$ cat src/rtl/instr_fetch_unit.sv
// Instruction fetch sequencer: owns the PC, runs the imem req/ack handshake,
// presents one instruction at a time and computes seq/branch/jump targets.
//
// state   | meaning
// --------+-----------------------------------------------------------
// S_FLUSH | one idle cycle after reset, imem_req low, ack ignored
// S_FETCH | imem_req high at pc, waiting for ack, timeout counting
// S_ISSUE | instr valid for decode, held while stalled
// S_ERR   | fetch timed out, sticky until reset
module instr_fetch_unit #(
  parameter logic [31:0] RESET_PC = 32'h0000_0000,
  parameter int          TIMEOUT  = 16
) (
  input  logic        i_clk,
  input  logic        i_reset,
  output logic        o_imem_req,
  output logic [31:0] o_imem_addr,
  input  logic        i_imem_ack,
  input  logic [31:0] i_imem_rdata,
  input  logic [1:0]  i_pcsrc,
  input  logic        i_stall,
  output logic [31:0] o_instr,
  output logic [5:0]  o_opcode,
  output logic [31:0] o_pc,
  output logic [31:0] o_pc_plus4,
  output logic        o_instr_valid,
  output logic        o_fetch_err
);

  typedef enum logic [1:0] {S_FLUSH, S_FETCH, S_ISSUE, S_ERR} state_t;

  // Last no-ack cycle count before declaring a timeout.
  localparam logic [7:0] TIMEOUT_LAST = 8'(TIMEOUT - 1);

  state_t      r_state, w_state_nxt;
  logic [31:0] r_pc, w_pc_nxt;
  logic [31:0] r_instr, w_instr_nxt;
  logic [7:0]  r_cnt, w_cnt_nxt;
  logic        r_err, w_err_nxt;

  logic [31:0] w_pc_plus4;
  logic [31:0] w_br_target;
  logic [31:0] w_jmp_target;
  logic        w_ack_take;

  assign w_pc_plus4   = r_pc + 32'd4;
  assign w_br_target  = w_pc_plus4 + {{14{r_instr[15]}}, r_instr[15:0], 2'b00};
  assign w_jmp_target = {w_pc_plus4[31:28], r_instr[25:0], 2'b00};

  assign o_imem_req    = (r_state == S_FETCH);
  assign o_instr_valid = (r_state == S_ISSUE);
  assign o_imem_addr   = r_pc;
  assign o_pc          = r_pc;
  assign o_pc_plus4    = w_pc_plus4;
  assign o_instr       = r_instr;
  assign o_opcode      = r_instr[31:26];
  assign o_fetch_err   = r_err;

  // Data is only accepted while a request is actually outstanding.
  assign w_ack_take = o_imem_req && i_imem_ack;

  // State and datapath registers with synchronous active-low reset.
  always_ff @(posedge i_clk) begin
    if (!i_reset) begin
      r_state <= S_FLUSH;
      r_pc    <= RESET_PC;
      r_instr <= 32'h0;
      r_cnt   <= 8'h0;
      r_err   <= 1'b0;
    end else begin
      r_state <= w_state_nxt;
      r_pc    <= w_pc_nxt;
      r_instr <= w_instr_nxt;
      r_cnt   <= w_cnt_nxt;
      r_err   <= w_err_nxt;
    end
  end

  // Next-state, PC selection, capture and timeout logic.
  always_comb begin
    w_state_nxt = r_state;
    w_pc_nxt    = r_pc;
    w_instr_nxt = r_instr;
    w_cnt_nxt   = r_cnt;
    w_err_nxt   = r_err;
    case (r_state)
      S_FLUSH: begin
        w_cnt_nxt   = 8'h0;
        w_state_nxt = S_FETCH;
      end
      S_FETCH: begin
        if (w_ack_take) begin
          w_instr_nxt = i_imem_rdata;
          w_cnt_nxt   = 8'h0;
          w_state_nxt = S_ISSUE;
        end else if (r_cnt >= TIMEOUT_LAST) begin
          w_err_nxt   = 1'b1;
          w_state_nxt = S_ERR;
        end else begin
          w_cnt_nxt = r_cnt + 8'd1;
        end
      end
      S_ISSUE: begin
        w_cnt_nxt = 8'h0;
        if (!i_stall) begin
          case (i_pcsrc)
            2'b01:   w_pc_nxt = w_br_target;
            2'b10:   w_pc_nxt = w_jmp_target;
            default: w_pc_nxt = w_pc_plus4;
          endcase
          w_state_nxt = S_FETCH;
        end
      end
      S_ERR: begin
        w_err_nxt = 1'b1;
      end
      default: begin
        w_state_nxt = S_FLUSH;
      end
    endcase
  end

endmodule

$ cat config.mk
export PLATFORM = sky130hd
export DESIGN_NAME = instr_fetch_unit
export DESIGN_NICKNAME = d
export VERILOG_FILES = /design/src/rtl/instr_fetch_unit.sv
export SDC_FILE = /design/constraint.sdc
export NUM_CORES = 1
export LEC_CHECK = 0
export CELL_PAD_IN_SITES_DETAIL_PLACEMENT = 0
export CELL_PAD_IN_SITES_GLOBAL_PLACEMENT = 2
export CORE_AREA = 5 5 154 156
export DETAILED_ROUTE_END_ITERATION = 10
export DIE_AREA = 0 0 159 161
export GPL_ROUTABILITY_DRIVEN = 1
export MAX_ROUTING_LAYER = met4
export PLACE_DENSITY = 0.79
export SLEW_MARGIN = 10
export SYNTH_ARGS = -nofsm -noshare
export SYNTH_HDL_FRONTEND = slang
export SYNTH_SLANG_ARGS = --single-unit
$ cat constraint.sdc
create_clock -name i_clk -period 5.03 [get_ports i_clk]
set_clock_uncertainty 0.1 [all_clocks]
set_input_delay 1.006 -clock i_clk [delete_from_list [all_inputs] [get_ports i_clk]]
set_output_delay 1.006 -clock i_clk [all_outputs]
set_load 0.03 [all_outputs]
After elaboration in Yosys (flattened, before gate mapping)
Cells that the tools add are included.
{ "classes": {"n_reduce_logical": 11, "n_eq_ne": 10, "div": 0, "n_bitwise": 1, "shift": 0, "n_addsub": 3, "mul": 0, "n_lt_le_gt_ge": 1, "mux": 11} }
{ "op_table": {"columns": ["op", "n"], "rows": [
  ["$pmux W32 S2", 1],
  ["$add A32 B3 Y32 const B", 1],
  ["$add A32 B32 Y32", 1],
  ["$mux W8", 2],
  ["$pmux W8 S2", 1],
  ["$add A8 B1 Y8 const B", 1],
  ["$ge A8 B4 Y1 const B", 1],
  ["$eq A2 B2 Y1 const B", 3],
  ["$mux W2", 3],
  ["$pmux W2 S3", 1],
  ["$reduce_and A2 Y1", 3],
  ["$reduce_and A3 Y1", 2],
  ["$eq A2 B1 Y1 const B", 2],
  ["$ne A2 B2 Y1 const B", 2],
  ["$reduce_bool A2 Y1", 2],
  ["$ne A3 B1 Y1 const B", 1],
  ["$ne A3 B3 Y1 const B", 1],
  ["$reduce_bool A3 Y1", 1],
  ["$logic_not A2 Y1", 1],
  ["$mux W1", 2],
  ["$ne A2 B1 Y1 const B", 1],
  ["$pmux W1 S2", 1],
  ["$reduce_or A2 Y1", 1],
  ["$logic_and A1 B1 Y1", 1],
  ["$not A1 Y1", 1]
]} }
{ "totals": {"input_bits": 38, "output_inout_bits": 137, "mem_count": 0, "mem_bits_rw": 0, "romBits": 0, "ff_bits": 75, "elab_cells": 42, "latchBits": 0} }

Logic depth before layout (Yosys ltp)
{ "logic_depth": {"ltp_word": 4, "ltp_mapped": 17, "ltp_nobuf": 15} }

Worst setup path before layout
No wires, ideal clock.
{ "synth_path": {"path_kind": "flip-flop to flip-flop", "from": "register r_pc[2] (netlist: o_imem_addr[2])", "to": "register r_pc[24] (netlist: o_imem_addr[24])", "setup_ps": 120, "t_required_ps": 4810, "path_stages_with_launch": 17, "synth_period_minus_slack_ps": 4336, "path_buffers": 2, "arrival_ps": 4116, "slack_ps": 694, "cell_sequence": "dfxtp_1 > ha_1 > and4_2 > buf_2 > and3_1 > and3_1 > xor2_1 > ha_1 > clkbuf_1 > nand2_1 > o21ai_0 > a22o_1 > a311oi_1 > o221ai_1 > a21oi_1 > nor3b_1 > o31a_1"} }
{ "synth_between": {"elab_chain_cells": 3} }
{ "synth_lines": {"columns": ["item", "line", "rtl"], "rows": [
  ["from (decl)", "36", "logic [31:0] r_pc, w_pc_nxt;"],
  ["from (signal assigned)", "72", "r_pc <= w_pc_nxt;"],
  ["$add A32 B3 Y32", "46", "assign w_pc_plus4 = r_pc + 32'd4;"],
  ["via o_pc_plus4[14]", "25", "output logic [31:0] o_pc_plus4,"],
  ["$add A32 B32 Y32", "47", "assign w_br_target = w_pc_plus4 + {{14{r_instr[15]}}, r_instr[15:0], 2'b00};"],
  ["$pmux W32 S2", "106", "case (i_pcsrc)"]
]} }
The timed path passes the listed nets, and every way through them passes these cells.
A chain may end at the register's enable or synchronous reset.

Worst setup path after layout
{ "layout_path": {"from": "register r_pc[2] (netlist: o_imem_addr[2])", "to": "output o_pc_plus4[28]"} }
{ "layout_between": {"elab_chain_cells": 1} }
{ "layout_lines": {"columns": ["item", "line"], "rows": [
  ["$add A32 B3 Y32", "46"],
  ["to (decl)", "25"]
]} }
No other way between the ends.

==> flow_summary.toml <==
[outcome]
outcome = "finished clean"

[final_layout]
drive_gt1_frac = 0.0469
fin_nets = 967
final_cell_mix = "167 x clkdlybuf4s50_1, 117 x nand2_1, 73 x dfxtp_1"
diodes = 0
nFillCells = 2362
final_cells = 1180
area_growth_pct = 33.6
layout_commonest_cell = "clkdlybuf4s50_1"

[setup_path]
critPathCaptureType = "output port"
crit_arrival_ns = 3.45
worst_setup_path_start_kind = "flip-flop"
crit_required_ns = 3.92
ff2ff_path_depth = 14
critical_path_class = "flip-flop to output port"
crit_fanout = 7

[grt]
grt_util_all_layers = 0.171
grt_start_max_net_pins = 47
gr-total-overflow = 0
grt_pass1_wl_um = 34200
antenna_found_initial = 0
grt_pass1_vias = 5913

[sta]
drv_slew = 0
finalHoldViolCount = 0
fin_crit_ns = 4.55
setup_viol = 0
fmax_mhz = 220
rsz0062_at_grt = "no"
relSlewSlack = 0.346
worstMarginPinSlew_ns = 0.980
post-route-period-util = 0.905
tns_ns = 0

[clock_network]
clkTransAtPathRegs_ns = 0.07
cts_hold_buf = 0
cts_tree = "done"
worstSkewPairLatency_ns = 0.35
post-cts-setup-buffer-count = 0
cts_sinks = 73
cts_htree_levels = 3
clock_path_buffers = 2
cts_resized = 0
numCtsBuffers = 9
root_buffer = "clkbuf_16"

[detailed_routing]
route.vias.total = 6040
vias_per_cell = 5.12
routed_wl_um = 22200
drcViolationCount = 0
drtPass1Iterations = 5
drtIter0Drc = 370
ant_nets = 0
wl_per_cell_um = 18.8

[run]
maxCapViolCount = 0

[placed_design]
place_congestion = 0.970
dpl.hpwl_um = 16600
placed_cells = 1164
portBuffers = 168

[synthesis]
seq_area_frac_synth = 0.248
synth_edf_count = 0
synth_area_mm2 = 0.00590
ys_warn_count = 0
synthArstFlopShare = 0
synthCells = 779
ys.flop_type = "dfxtp_1"
yosys.cell_types.count = 66
ys_ff_latch = 73
avgSynthCellArea_um2 = 7.57

[pwr]
power.density_mw_per_mm2 = 211
ir_worst_vdd_mv = 0.125
leakage_nw = 2.87

[min_path]
hp-class = "flip-flop to flip-flop"
min_path_cells = 2

[die]
die_h_um = 161
ioPinCount = 175
floorplan.rows = 55
die_area_mm2 = 0.0256
core_area_mm2 = 0.0222
fp.dieW_um = 159
initial_core_util = 0.265
-- worst max-delay path: stages, from the launching register on --
cell and delay (ns):
dfxtp_1 0.45, ha_1 0.29, and4_2 0.35, nand4_1 0.30
or3_1 0.48, nor3_1 0.25, xor2_1 0.24, clkdlybuf4s50_1 0.73
-- cell type report --
class	count	area (µm²)	area share
multi-input combinational	603	3900	0.495
clock inverter	7	82.6	0.0105
tap	285	357	0.0452
sequential	73	1460	0.185
inverter	22	82.6	0.0105
timing repair buffer	181	1770	0.225
clock buffer	9	225	0.0286
-- sequential cells by signal, summed over array words and instances (netlist names) --
name         cells
r_cnt            8
o_instr         32
o_fetch_err      1
o_imem_addr     30
r_state          2
-- cells in the mapped netlist, types with 2 or more instances --
library cell  number  area share
o21ai_0           35       0.030
clkbuf_1          42       0.027
nand3_1           28       0.024
a221o_1            4      0.0068
a31oi_1           11       0.012
and3_1            16       0.017
o21bai_1           5      0.0064
a41oi_1            2      0.0030
o211ai_1          10       0.013
a211o_1            2      0.0030
mux2i_1            2      0.0034
xnor2_1           39       0.058
xor2_1            16       0.024
nand2_1          117       0.074
a21boi_0          38       0.048
o21a_1             9       0.011
a311oi_1           3      0.0045
nand4_1           10       0.011
a221oi_1          15       0.022
a21oi_1           45       0.038
a211oi_1           6      0.0076
o221ai_1          10       0.015
a22o_1             2      0.0030
and4_1             4      0.0059
ha_1              38       0.081
nor3_1             8      0.0068
inv_1             22       0.014
o22ai_1            3      0.0032
or3_1              4      0.0042
a21o_1             2      0.0025
nand2b_1           3      0.0032
dfxtp_1           73        0.25
nor2b_1           14       0.015
o31ai_1            3      0.0038
and2_1             8      0.0085
a22oi_1           10       0.013
o21ai_1            2      0.0017
a32o_1             2      0.0034
buf_4             42       0.053
nor2_1            48       0.031
-- power by group --
group	leakage (nW)	internal, mW	switching [mW]
Combinational	2.14	0.132	0.202
Clock	0.145	0.394	0.311
Sequential	0.592	0.596	0.0259
Total	2.87	1.12	0.539
-- per-layer routing --
metal | GRT usage | part of all wire | vias to the layer above
met2 | 0.272 | 0.46 | 175
met3 | 0.0339 | 0.055 | 33
met1 | 0.218 | 0.47 | 2854
li1 | - | - | 2978
met5 | - | 0 | -
met4 | 0.0558 | 0.024 | 0
-- path summary, 6_finish.rpt --
check                       from               to  slack [ns]
setup / recovery  o_imem_addr[2]   o_pc_plus4[28]        0.48
hold reg to reg      o_fetch_err      o_fetch_err        0.36
setup reg to reg  o_imem_addr[2]  o_imem_addr[24]        0.81
hold / removal       o_fetch_err      o_fetch_err        0.36
-- cells by family (layout without fill, tap and decap cells) --
group,Yosys count,count (layout),share of synthesized area
and+or+nand+nor,271,271,0.216
DFF,73,73,0.248
other,1,6,0.000636
xor gates and xnor gates,56,56,0.0863
adders and majority gates,39,39,0.0840
AOI/OAI and AO/OA,229,229,0.266
muxes,2,2,0.00339
buffers and inverters,108,219,0.0958
-- metrics by stage --
step / instance area (µm²) / setup slack, ns / total power, mW / hold slack, ns / utilization
after floorplan: 5920 / 0.694 / 0.836 / 0.338 / -
after CTS: 7890 / 0.502 / 1.68 / 0.362 / 0.355
after global placement: 7580 / 0.829 / 0.973 / 0.346 / 0.341
after detailed placement: 7580 / 0.852 / 0.972 / 0.353 / 0.341
final: 7890 / 0.475 / 1.66 / 0.356 / 0.355
after global routing: 7890 / 0.260 / 1.73 / 0.413 / 0.355
Note: power is estimated with default switching activity, not from simulation.
==> variant (config.mk and constraints unchanged) <==
Take the reset off `r_instr` and load it in a clocked block of its own.
--- a/src/rtl/instr_fetch_unit.sv
+++ b/src/rtl/instr_fetch_unit.sv
@@ -64,16 +64,18 @@
     if (!i_reset) begin
       r_state <= S_FLUSH;
       r_pc    <= RESET_PC;
-      r_instr <= 32'h0;
       r_cnt   <= 8'h0;
       r_err   <= 1'b0;
     end else begin
       r_state <= w_state_nxt;
       r_pc    <= w_pc_nxt;
-      r_instr <= w_instr_nxt;
       r_cnt   <= w_cnt_nxt;
       r_err   <= w_err_nxt;
     end
+  end
+
+  always_ff @(posedge i_clk) begin
+    r_instr <= w_instr_nxt;
   end
 
   // Next-state, PC selection, capture and timeout logic.
Behaviour: differs if i_reset is asserted again (counterexample within 4 cycles, from zero or initial values and one cycle with i_reset low); with i_reset held inactive, the same outputs for 4 cycles.
==> variant against the unedited design <==
  * Total power is 2.5% lower
  * Setup slack worse by 93 ps
  * Critical path depth is 1 higher
  * Sequential power is 6.9% higher
  * Sequential share of layout area is 5.0 points higher
  * Non-clock buffer count is 3 lower
  * Register-to-register slack worse by 210 ps
  * Sequential cell count stayed put
  * Wire length is 11% lower
  * Worst hold slack better by 16 ps
  * Core utilization is 1.4 points lower
  * Synthesized area is 5.0% lower
  * Design area is 3.9% lower
  * Largest cell class unchanged
==> variant: results (changes against the unedited design) <==
Outcome
  – Status: completed

Worst setup path
  – Reg-to-Reg End: o_imem_addr[30]
  – Slowest cell on crit path: clkdlybuf4s50_1
  – Top Family by Delay on Critical Path: simple AND/OR/NAND/NOR gates
  – Worst endpoint required time: 3920 ps (about the same)
  – R2r setup slk: 600 ps (-210 ps)
  – Reg-to-Reg Start: o_imem_addr[2]
  – R2R depth: 15 (+1)
  – Max incr delay on CP: 750 ps (+20 ps)
  – Worst Path Max Fanout: 7 (unchanged)

Timing
  – Slew @ Worst Pin: 1042 ps (+62.36 ps)
  – Hold Slack: 372.0 ps (+15.86 ps)

Synth
  – Fraction of registers with async set/reset: 0 (unchanged)
  – Unique cell type count in the Yosys netlist: 69 (+4.5%)
  – Seq/Total Area, Yosys: 0.3179 (+0.07026)
  – Cells taking the most area after synthesis: edfxtp_1, dfxtp_1, ha_1
  – Top cells by count, synth: nand2_1, buf_4, dfxtp_1
  – Post-synth EDFFs: 32 (+32)
  – Mean post-synth cell area: 8.702 um2 (+15%)

Route
  – Vias per cell: 4.948 (-3.3%)
  – Routed wire per std cell: 18.73 um (-0.33%)
  – Drt initial violations: 295 (-20%)
  – WL final: 19770 um (-11%)
  – DR pass1 iterations: 4 (-1)

Placement
  – Placed Instance Area: 7303 um2 (-3.6%)
  – Gpl congestion: 0.8412 (-13%)
  – Pre-CTS WS: 644.3 ps (-208.1 ps)
  – Placed Instances: 1040 (-11%)
  – DPL Wire Length: 14500 um (-13%)

Clock tree
  – Number of CTS-inserted buffers: 9 (unchanged)

Pwr
  – P_leak: 2.955 nW (+2.9%)
  – Maximum VDD drop: 0.0001375 V (+10%)

Finish
  – N_diodes: 0 (unchanged)
  – Layout cells sized above 1: 0.04799 (+0.001062)
  – Layout Nets: 843 (-13%)
  – Fillers: 2329 (-1.4%)

Min path
  – Number of cells on the worst hold path: 2 (unchanged)
  – Hold Path Sink: o_fetch_err

GRT
  – Largest net degree at the start of global routing: 43 (-8.5%)
  – All-layer global routing usage: 0.1546 (-0.01600)
  – First-pass GRT wire length: 30640 um (-10%)
  – Vias in the first global route: 5249 (-11%)
==> variant: changes by cell type in the layout (fill, tap and decap cells not counted), moves of 11 or more <==
cell and delta:
a21boi_0 -33, a21o_1 +12, dfxtp_1 -32, edfxtp_1 +32
nand2_1 -69, nor2_1 -11
==> variant: layer usage <==
layer	vias to the layer above	track usage	share of wire
met5	-	-	0
met4	0	0.03567	0.010
met3	16	0.03496	0.054
met2	152	0.2398	0.45
met1	2469	0.2068	0.49
li1	2588	-	-
==> variant: cells by family after synthesis <==
group / share of synthesized area
AOI/OAI and AO/OA: 0.2242
buffers and inverters: 0.09355
adders and majority gates: 0.08841
and+or+nand+nor: 0.1933
muxes: 0.005582
other: 0.0006691
DFF: 0.3179
xor gates and xnor gates: 0.07636
==> variant: power breakdown <==
part / internal, mW / switching (mW)
registers: 0.641 / 0.0240
clock network: 0.348 / 0.277
logic: 0.133 / 0.197
==> variant: layout make-up <==
cell class	instances	area [um2]	area share
Multi-Input combinational cell	481	3321	0.4382
Sequential cell	73	1782	0.2351
Timing Repair Buffer	178	1757	0.2318
Tap cell	285	356.6	0.04705
Clock buffer	12	246.5	0.03252
Inverter	23	87.58	0.01156
Clock inverter	4	28.78	0.003797
==> variant: worst max path at each step <==
stage / from / end / slack, ps / depth (start not counted)
final: o_imem_addr[2] / o_pc_plus4[30] / 380 / 8
after global routing: o_imem_addr[2] / o_pc_plus4[28] / 150 / 8
after CTS: o_imem_addr[2] / o_pc_plus4[28] / 350 / 8
after detailed placement: o_imem_addr[2] / o_imem_addr[30] / 640 / 15
after global placement: o_imem_addr[2] / o_imem_addr[30] / 810 / 15
after floorplan: o_imem_addr[2] / o_imem_addr[30] / 480 / 16
